$ cat src/rtl/dense_layer_param_mac.sv
// Fully-connected layer engine: pulls the upstream activation vector, runs one MAC per neuron
// against streamed weight/bias ROMs, then requantises, activates, saturates and tracks argmax.
module dense_layer_param_mac #(
    parameter int unsigned IN_DIM   = 128,
    parameter int unsigned OUT_DIM  = 9,
    parameter int unsigned IN_W     = 8,
    parameter int unsigned W_W      = 8,
    parameter int unsigned B_W      = 8,
    parameter int unsigned ACC_W    = 32,
    parameter int unsigned OUT_W    = 32,
    parameter int unsigned SHIFT    = 0,
    parameter int unsigned ACT_MODE = 0,
    parameter int unsigned SHIFT6   = 0,
    localparam int unsigned PA_W    = (IN_DIM > 1) ? $clog2(IN_DIM) : 1,
    localparam int unsigned WA_W    = (IN_DIM * OUT_DIM > 1) ? $clog2(IN_DIM * OUT_DIM) : 1,
    localparam int unsigned OA_W    = (OUT_DIM > 1) ? $clog2(OUT_DIM) : 1
) (
    input  logic             clk,
    input  logic             reset,
    input  logic             start,
    output logic             busy,
    output logic             done,
    output logic             prev_start,
    input  logic             prev_done,
    output logic [PA_W-1:0]  prev_addr,
    input  logic [IN_W-1:0]  prev_data,
    output logic [WA_W-1:0]  weight_addr,
    input  logic [W_W-1:0]   weight_data,
    output logic [OA_W-1:0]  bias_addr,
    input  logic [B_W-1:0]   bias_data,
    input  logic [OA_W-1:0]  read_addr,
    output logic [OUT_W-1:0] read_data,
    output logic [OA_W-1:0]  argmax_idx
);

    localparam int unsigned CNT_W = $clog2(IN_DIM + 1);
    localparam logic [CNT_W-1:0] CNT_LAST = CNT_W'(IN_DIM);
    localparam logic [CNT_W-1:0] CNT_PRE = CNT_W'(IN_DIM - 1);
    localparam logic [OA_W-1:0] O_LAST = OA_W'(OUT_DIM - 1);
    localparam logic [OA_W:0] OUT_DIM_X = (OA_W + 1)'(OUT_DIM);
    localparam logic signed [ACC_W-1:0] RELU6_MAX = ACC_W'(6 << SHIFT6);
    localparam logic signed [ACC_W-1:0] OUT_MAX = {{(ACC_W - OUT_W + 1){1'b0}}, {(OUT_W - 1){1'b1}}};
    localparam logic signed [ACC_W-1:0] OUT_MIN = {{(ACC_W - OUT_W + 1){1'b1}}, {(OUT_W - 1){1'b0}}};

    if (IN_DIM < 1 || OUT_DIM < 1 || OUT_W > ACC_W) begin : g_bad_params
        $error("dense_layer_param_mac: need IN_DIM>=1, OUT_DIM>=1 and OUT_W<=ACC_W");
    end

    typedef enum logic [2:0] {StIdle, StWaitPrev, StLoadIn, StBias, StMac, StPost, StDone} state_e;

    state_e                  state_q, state_d;
    logic                    busy_q, busy_d, done_q, done_d, prev_start_q, prev_start_d;
    logic [PA_W-1:0]         prev_addr_q, prev_addr_d;
    logic [WA_W-1:0]         weight_addr_q, weight_addr_d;
    logic [OA_W-1:0]         o_q, o_d, argmax_q, argmax_d;
    logic [CNT_W-1:0]        cnt_q, cnt_d;
    logic signed [ACC_W-1:0] acc_q, acc_d;
    logic signed [OUT_W-1:0] best_q, best_d;
    logic signed [IN_W-1:0]  in_buf_q [IN_DIM];
    logic signed [IN_W-1:0]  in_buf_d [IN_DIM];
    logic signed [OUT_W-1:0] out_mem_q [OUT_DIM];
    logic signed [OUT_W-1:0] out_mem_d [OUT_DIM];

    logic [PA_W-1:0]             buf_idx;
    logic signed [W_W+IN_W-1:0]  prod;
    logic signed [ACC_W-1:0]     shifted, act, sat;
    logic signed [OUT_W-1:0]     post_val;

    // Data for address k arrives one cycle later, so buffer slot and MAC operand lag cnt by one.
    assign buf_idx = PA_W'(cnt_q - 1'b1);
    assign prod = $signed(weight_data) * in_buf_q[buf_idx];

    always_comb begin
        shifted = acc_q >>> SHIFT;
        act = shifted;
        if ((ACT_MODE == 1 || ACT_MODE == 2) && shifted < 0) begin
            act = '0;
        end
        if (ACT_MODE == 2 && shifted > RELU6_MAX) begin
            act = RELU6_MAX;
        end
        if (act > OUT_MAX) begin
            sat = OUT_MAX;
        end else if (act < OUT_MIN) begin
            sat = OUT_MIN;
        end else begin
            sat = act;
        end
        post_val = sat[OUT_W-1:0];
    end

    always_comb begin
        state_d       = state_q;
        busy_d        = busy_q;
        done_d        = done_q;
        prev_start_d  = 1'b0;
        prev_addr_d   = prev_addr_q;
        weight_addr_d = weight_addr_q;
        o_d           = o_q;
        argmax_d      = argmax_q;
        cnt_d         = cnt_q;
        acc_d         = acc_q;
        best_d        = best_q;
        in_buf_d      = in_buf_q;
        out_mem_d     = out_mem_q;
        case (state_q)
            StIdle, StDone: begin
                if (start) begin
                    state_d      = StWaitPrev;
                    busy_d       = 1'b1;
                    done_d       = 1'b0;
                    prev_start_d = 1'b1;
                end
            end
            StWaitPrev: begin
                if (prev_done) begin
                    state_d     = StLoadIn;
                    cnt_d       = '0;
                    prev_addr_d = '0;
                end
            end
            StLoadIn: begin
                if (cnt_q != '0) begin
                    in_buf_d[buf_idx] = prev_data;
                end
                if (cnt_q == CNT_LAST) begin
                    state_d       = StBias;
                    o_d           = '0;
                    weight_addr_d = '0;
                end else begin
                    cnt_d = cnt_q + 1'b1;
                    if (cnt_q < CNT_PRE) begin
                        prev_addr_d = prev_addr_q + 1'b1;
                    end
                end
            end
            StBias: begin
                state_d = StMac;
                cnt_d   = '0;
            end
            StMac: begin
                if (cnt_q == '0) begin
                    acc_d = ACC_W'($signed(bias_data));
                end else begin
                    acc_d = acc_q + ACC_W'(prod);
                end
                // Address runs one ahead of the product consuming it.
                if (cnt_q < CNT_PRE) begin
                    weight_addr_d = weight_addr_q + 1'b1;
                end
                if (cnt_q == CNT_LAST) begin
                    state_d = StPost;
                end else begin
                    cnt_d = cnt_q + 1'b1;
                end
            end
            StPost: begin
                out_mem_d[o_q] = post_val;
                if (o_q == '0 || post_val > best_q) begin
                    best_d   = post_val;
                    argmax_d = o_q;
                end
                if (o_q == O_LAST) begin
                    state_d = StDone;
                    busy_d  = 1'b0;
                    done_d  = 1'b1;
                end else begin
                    state_d       = StBias;
                    o_d           = o_q + 1'b1;
                    weight_addr_d = weight_addr_q + 1'b1;
                end
            end
            default: state_d = StIdle;
        endcase
    end

    always_ff @(posedge clk or posedge reset) begin
        if (reset) begin
            state_q       <= StIdle;
            busy_q        <= 1'b0;
            done_q        <= 1'b0;
            prev_start_q  <= 1'b0;
            prev_addr_q   <= '0;
            weight_addr_q <= '0;
            o_q           <= '0;
            argmax_q      <= '0;
            cnt_q         <= '0;
            acc_q         <= '0;
            best_q        <= '0;
            in_buf_q      <= '{default: '0};
            out_mem_q     <= '{default: '0};
        end else begin
            state_q       <= state_d;
            busy_q        <= busy_d;
            done_q        <= done_d;
            prev_start_q  <= prev_start_d;
            prev_addr_q   <= prev_addr_d;
            weight_addr_q <= weight_addr_d;
            o_q           <= o_d;
            argmax_q      <= argmax_d;
            cnt_q         <= cnt_d;
            acc_q         <= acc_d;
            best_q        <= best_d;
            in_buf_q      <= in_buf_d;
            out_mem_q     <= out_mem_d;
        end
    end

    assign busy        = busy_q;
    assign done        = done_q;
    assign prev_start  = prev_start_q;
    assign prev_addr   = prev_addr_q;
    assign weight_addr = weight_addr_q;
    assign bias_addr   = o_q;
    assign argmax_idx  = argmax_q;
    assign read_data   = ({1'b0, read_addr} < OUT_DIM_X) ? out_mem_q[read_addr] : '0;

endmodule
$ cat config.mk
export PLATFORM = sky130hd
export DESIGN_NAME = dense_layer_param_mac
export DESIGN_NICKNAME = d
export VERILOG_FILES = /design/src/rtl/dense_layer_param_mac.sv
export SDC_FILE = /design/constraint.sdc
export NUM_CORES = 2
export LEC_CHECK = 0
export ABC_AREA = 1
export CAP_MARGIN = 30
export CORE_ASPECT_RATIO = 0.6
export CORE_UTILIZATION = 50
export CTS_CLUSTER_SIZE = 40
export DETAILED_ROUTE_END_ITERATION = 16
export PLACE_DENSITY = 0.73
export SKIP_LAST_GASP = 1
export SYNTH_ARGS = -nofsm -noshare
export SYNTH_HDL_FRONTEND = slang
export SYNTH_SLANG_ARGS = --single-unit
$ cat constraint.sdc
create_clock -name clk -period 42.7 [get_ports clk]
set_clock_uncertainty 0.2 [all_clocks]
set_input_delay 6.405 -clock clk [delete_from_list [all_inputs] [get_ports clk]]
set_output_delay 6.405 -clock clk [all_outputs]
set_load 0.02 [all_outputs]
==> impl_results.md <==
* DPL Wire Length at 143 mm
* Layout cell share with drive strength beyond 1 at 0.0668
* Worst endpoint required time at about 36000 ps
* Start of the worst register-to-register path: cnt_q[0]
* Hold path startpoint: in_buf_q[359]
* Inst Count DP at approximately 10000
* Largest net degree at the start of global routing at about 190
* CTS Buf Count at roughly 130
* EDFF count, synth at 0
* Crit share post-route at 0.386
* Routed vias at just over 60000
* Grt total ovfl at 0
* Status: completed
* Crit-path max cell delay at approximately 800 ps
* Worst-case clock buffer depth at 3
* Cell variety after synth at 48
* Largest cells by area after synthesis: dfrtp_1 (50%), o21ai_0 (13%), nand2_1 (12%)
* H-tree depth at 4
* Router iterations before antenna repair at 6
* Post-Syn Instances at approximately 8700
* Avg Cell Area, Syn at just over 8 um2
* Worst hold path depth at 2
* Worst setup SP type: input port
* DR vias/cell at roughly 6
* Hold Buf Count CTS at 0
* Initial antenna violation count at 8
* Endpoints failing setup at 0
* Worst R2R Setup Slack at 31710 ps
* Non-Filler Instances at around 10000
* I/O Pins at 93
* Slew headroom at 0.256
* Unrepaired setup endpoints after global routing: no
* CTS sink count at around 1400
* Initial drt markers at ~8100
* Fin. Hold Viols at 0
* Commonest cells after routing, fill and taps aside: nand2_1 (2256), o21ai_0 (1773), dfrtp_1 (1415)
* Clk_lat worst skew at approximately 800 ps
* Reg area at between 30000 and 40000 um2
* Crit. End Element: primary output
* Total negative slack at 0 ps
* Max-cap viol count at 0
* Die width at slightly below 500 um
* Drc violations at 0
* Syn_nets at 8938
* Critical path, cell by cell: buf_4 > clkinv_2 > buf_4 > o21ai_0 > o22ai_1 > nor2_1 > o41ai_1 > clkdlybuf4s50_1
* Measured slew at the worst slew-check pin at between 1000 and 1500 ps
* R2R depth at 30
* Setup CP Type: in2out
* Class of the worst hold path: reg2reg
* R2R Path End: acc_q[17]
* Ys flop type: dfrtp_1
* Worst-path clk slew at around 60 ps
* Gr usage total at 0.314
* CTS tree: yes
* FF+latch count, synth at around 1400
* Worst Path Max Fanout at 91
* CP most frequent cell: buf_4
* Die H at between 200 and 300 um
* Warnings, synthesis at 0
* Min Tclk post-route at approximately 16000 ps
* Post-synth ARST share at 1.00
* Core Region at between 100000 and 150000 um2
* Final WL at ~220 mm
* Cts repair resizes at 0
* Post-layout nets at between 8000 and 9000
* Vias in the first global route at ~57000
* Area growth syn-to-layout at 9.10%
* Root buffer cell: clkbuf_16
* Commonest non-fill, non-tap cell in the layout: nand2_1
* Std-Cell Rows at around 110
* Mapped cell area at between 70000 and 80000 um2
* Final max-slew violation count at 0
* Share of the synthesized area in the top cell type at 0.502
* Fmax at between 0.06 and 0.07 GHz
* Number of port buffers at ~90
* Post-route ant nets at 0
* Gpl congestion at between 0.9 and 1
* Largest area contributor in the netlist: dfrtp_1
* Setup bufs post-CTS at 0
* Sequential share of the synthesized area at 0.502
* Die Area at around 140000 um2
* Fin util at 0.551
* Critical Path AT at ~9900 ps
* Fill cells at approximately 13000
* Drt wl/cell at between 20 and 25 um
* Global-route wire length before repair at between 300 and 400 mm
* Hold Path End: in_buf_q[359]
* Starting density of the core at 0.505
* Multi-input logic area at between 30000 and 40000 um2
* Slowest stage cell, crit path: buf_4
-- cells in the mapped netlist (2+ instances only) --
cell,count
buf_6,8
or2_2,94
nor4_1,2
nand3b_1,5
o21ai_1,42
o221ai_1,2
nor2_2,14
o22ai_1,26
nand2_1,2258
o21bai_1,4
a21oi_1,181
nand2_2,86
o31a_1,12
a22oi_1,40
clkbuf_1,474
o211ai_1,2
buf_1,8
xnor2_1,6
fa_1,137
nor3_1,20
o21a_1,6
buf_2,104
inv_1,287
buf_4,14
mux2i_1,39
inv_2,7
a21o_1,2
nand4_1,78
o2111ai_1,2
ha_1,110
a221oi_1,32
o21ai_0,1773
dfrtp_1,1416
nor2_4,12
xor2_1,5
nor2_1,1136
o41ai_1,13
nand3_1,192
-- per-stage QoR --
| step | setup WS, ps | hold slack (ps) | instance area, um2 |
|---|---|---|---|
| after floorplan | 16500 | 245 | 70500 |
| after global placement | 26320 | 257 | 72200 |
| after detailed placement | 26360 | 265 | 72300 |
| after CTS | 26350 | 281 | 76800 |
| after global routing | 26080 | 294 | 77000 |
| final | 26210 | 275 | 77000 |
-- sequential cells by signal (all words and copies together), names as in the netlist --
register,flops
in_buf_q,1024
acc_q,32
bias_addr,4
out_mem_q,288
busy,1
best_q,32
state_q,3
weight_addr,11
prev_start,1
done,1
prev_addr,7
cnt_q,8
argmax_idx,4
-- critical path: cells and delay by family --
kind | cells | cell delay, ps
AOI/OAI and AO/OA | 3 | 1080
buffers and inverters | 4 | 2250
and+or+nand+nor | 1 | 60
-- cell families after synthesis --
kind of cell,share of synthesized area
AO/OA/AOI/OAI,0.158
XOR/XNOR,0.00160
adder cells (fa/ha/maj),0.0584
buffers and inverters,0.0514
flip-flops,0.502
multiplexers,0.00553
AND/OR/NAND/NOR,0.223
-- routing by layer --
metal | global-route usage | part of all wire
met5 | 0 | 0.000031
met4 | 0.0774 | 0.023
met3 | 0.105 | 0.13
met2 | 0.408 | 0.39
met1 | 0.491 | 0.45
-- how the worst max path moves through the flow --
stage                    to  slack (ps)    startpoint  cells past startpoint
6_report       read_data[8]       26210  read_addr[0]                      8
5_1_grt        read_data[8]       26080  read_addr[0]                      8
4_1_cts        read_data[8]       26350  read_addr[0]                      8
3_5_place_dp   read_data[8]       26360  read_addr[0]                      8
3_3_place_gp   read_data[8]       26320  read_addr[0]                      8
2_1_floorplan      acc_q[0]       16500         reset                      1
-- cell type report --
class	instances	share of cell area
repair buffers	202	0.0255
flip-flops and latches	1416	0.460
inverters	294	0.0148
diodes	7	0.000228
well taps	1890	0.0307
multi-input cells	6341	0.410
clock inverters	42	0.00709
clock buffers	194	0.0507
Power is left out: the tool's default activity adds up to more than one toggle a clock period on the data nets, which glitch-free logic cannot reach.
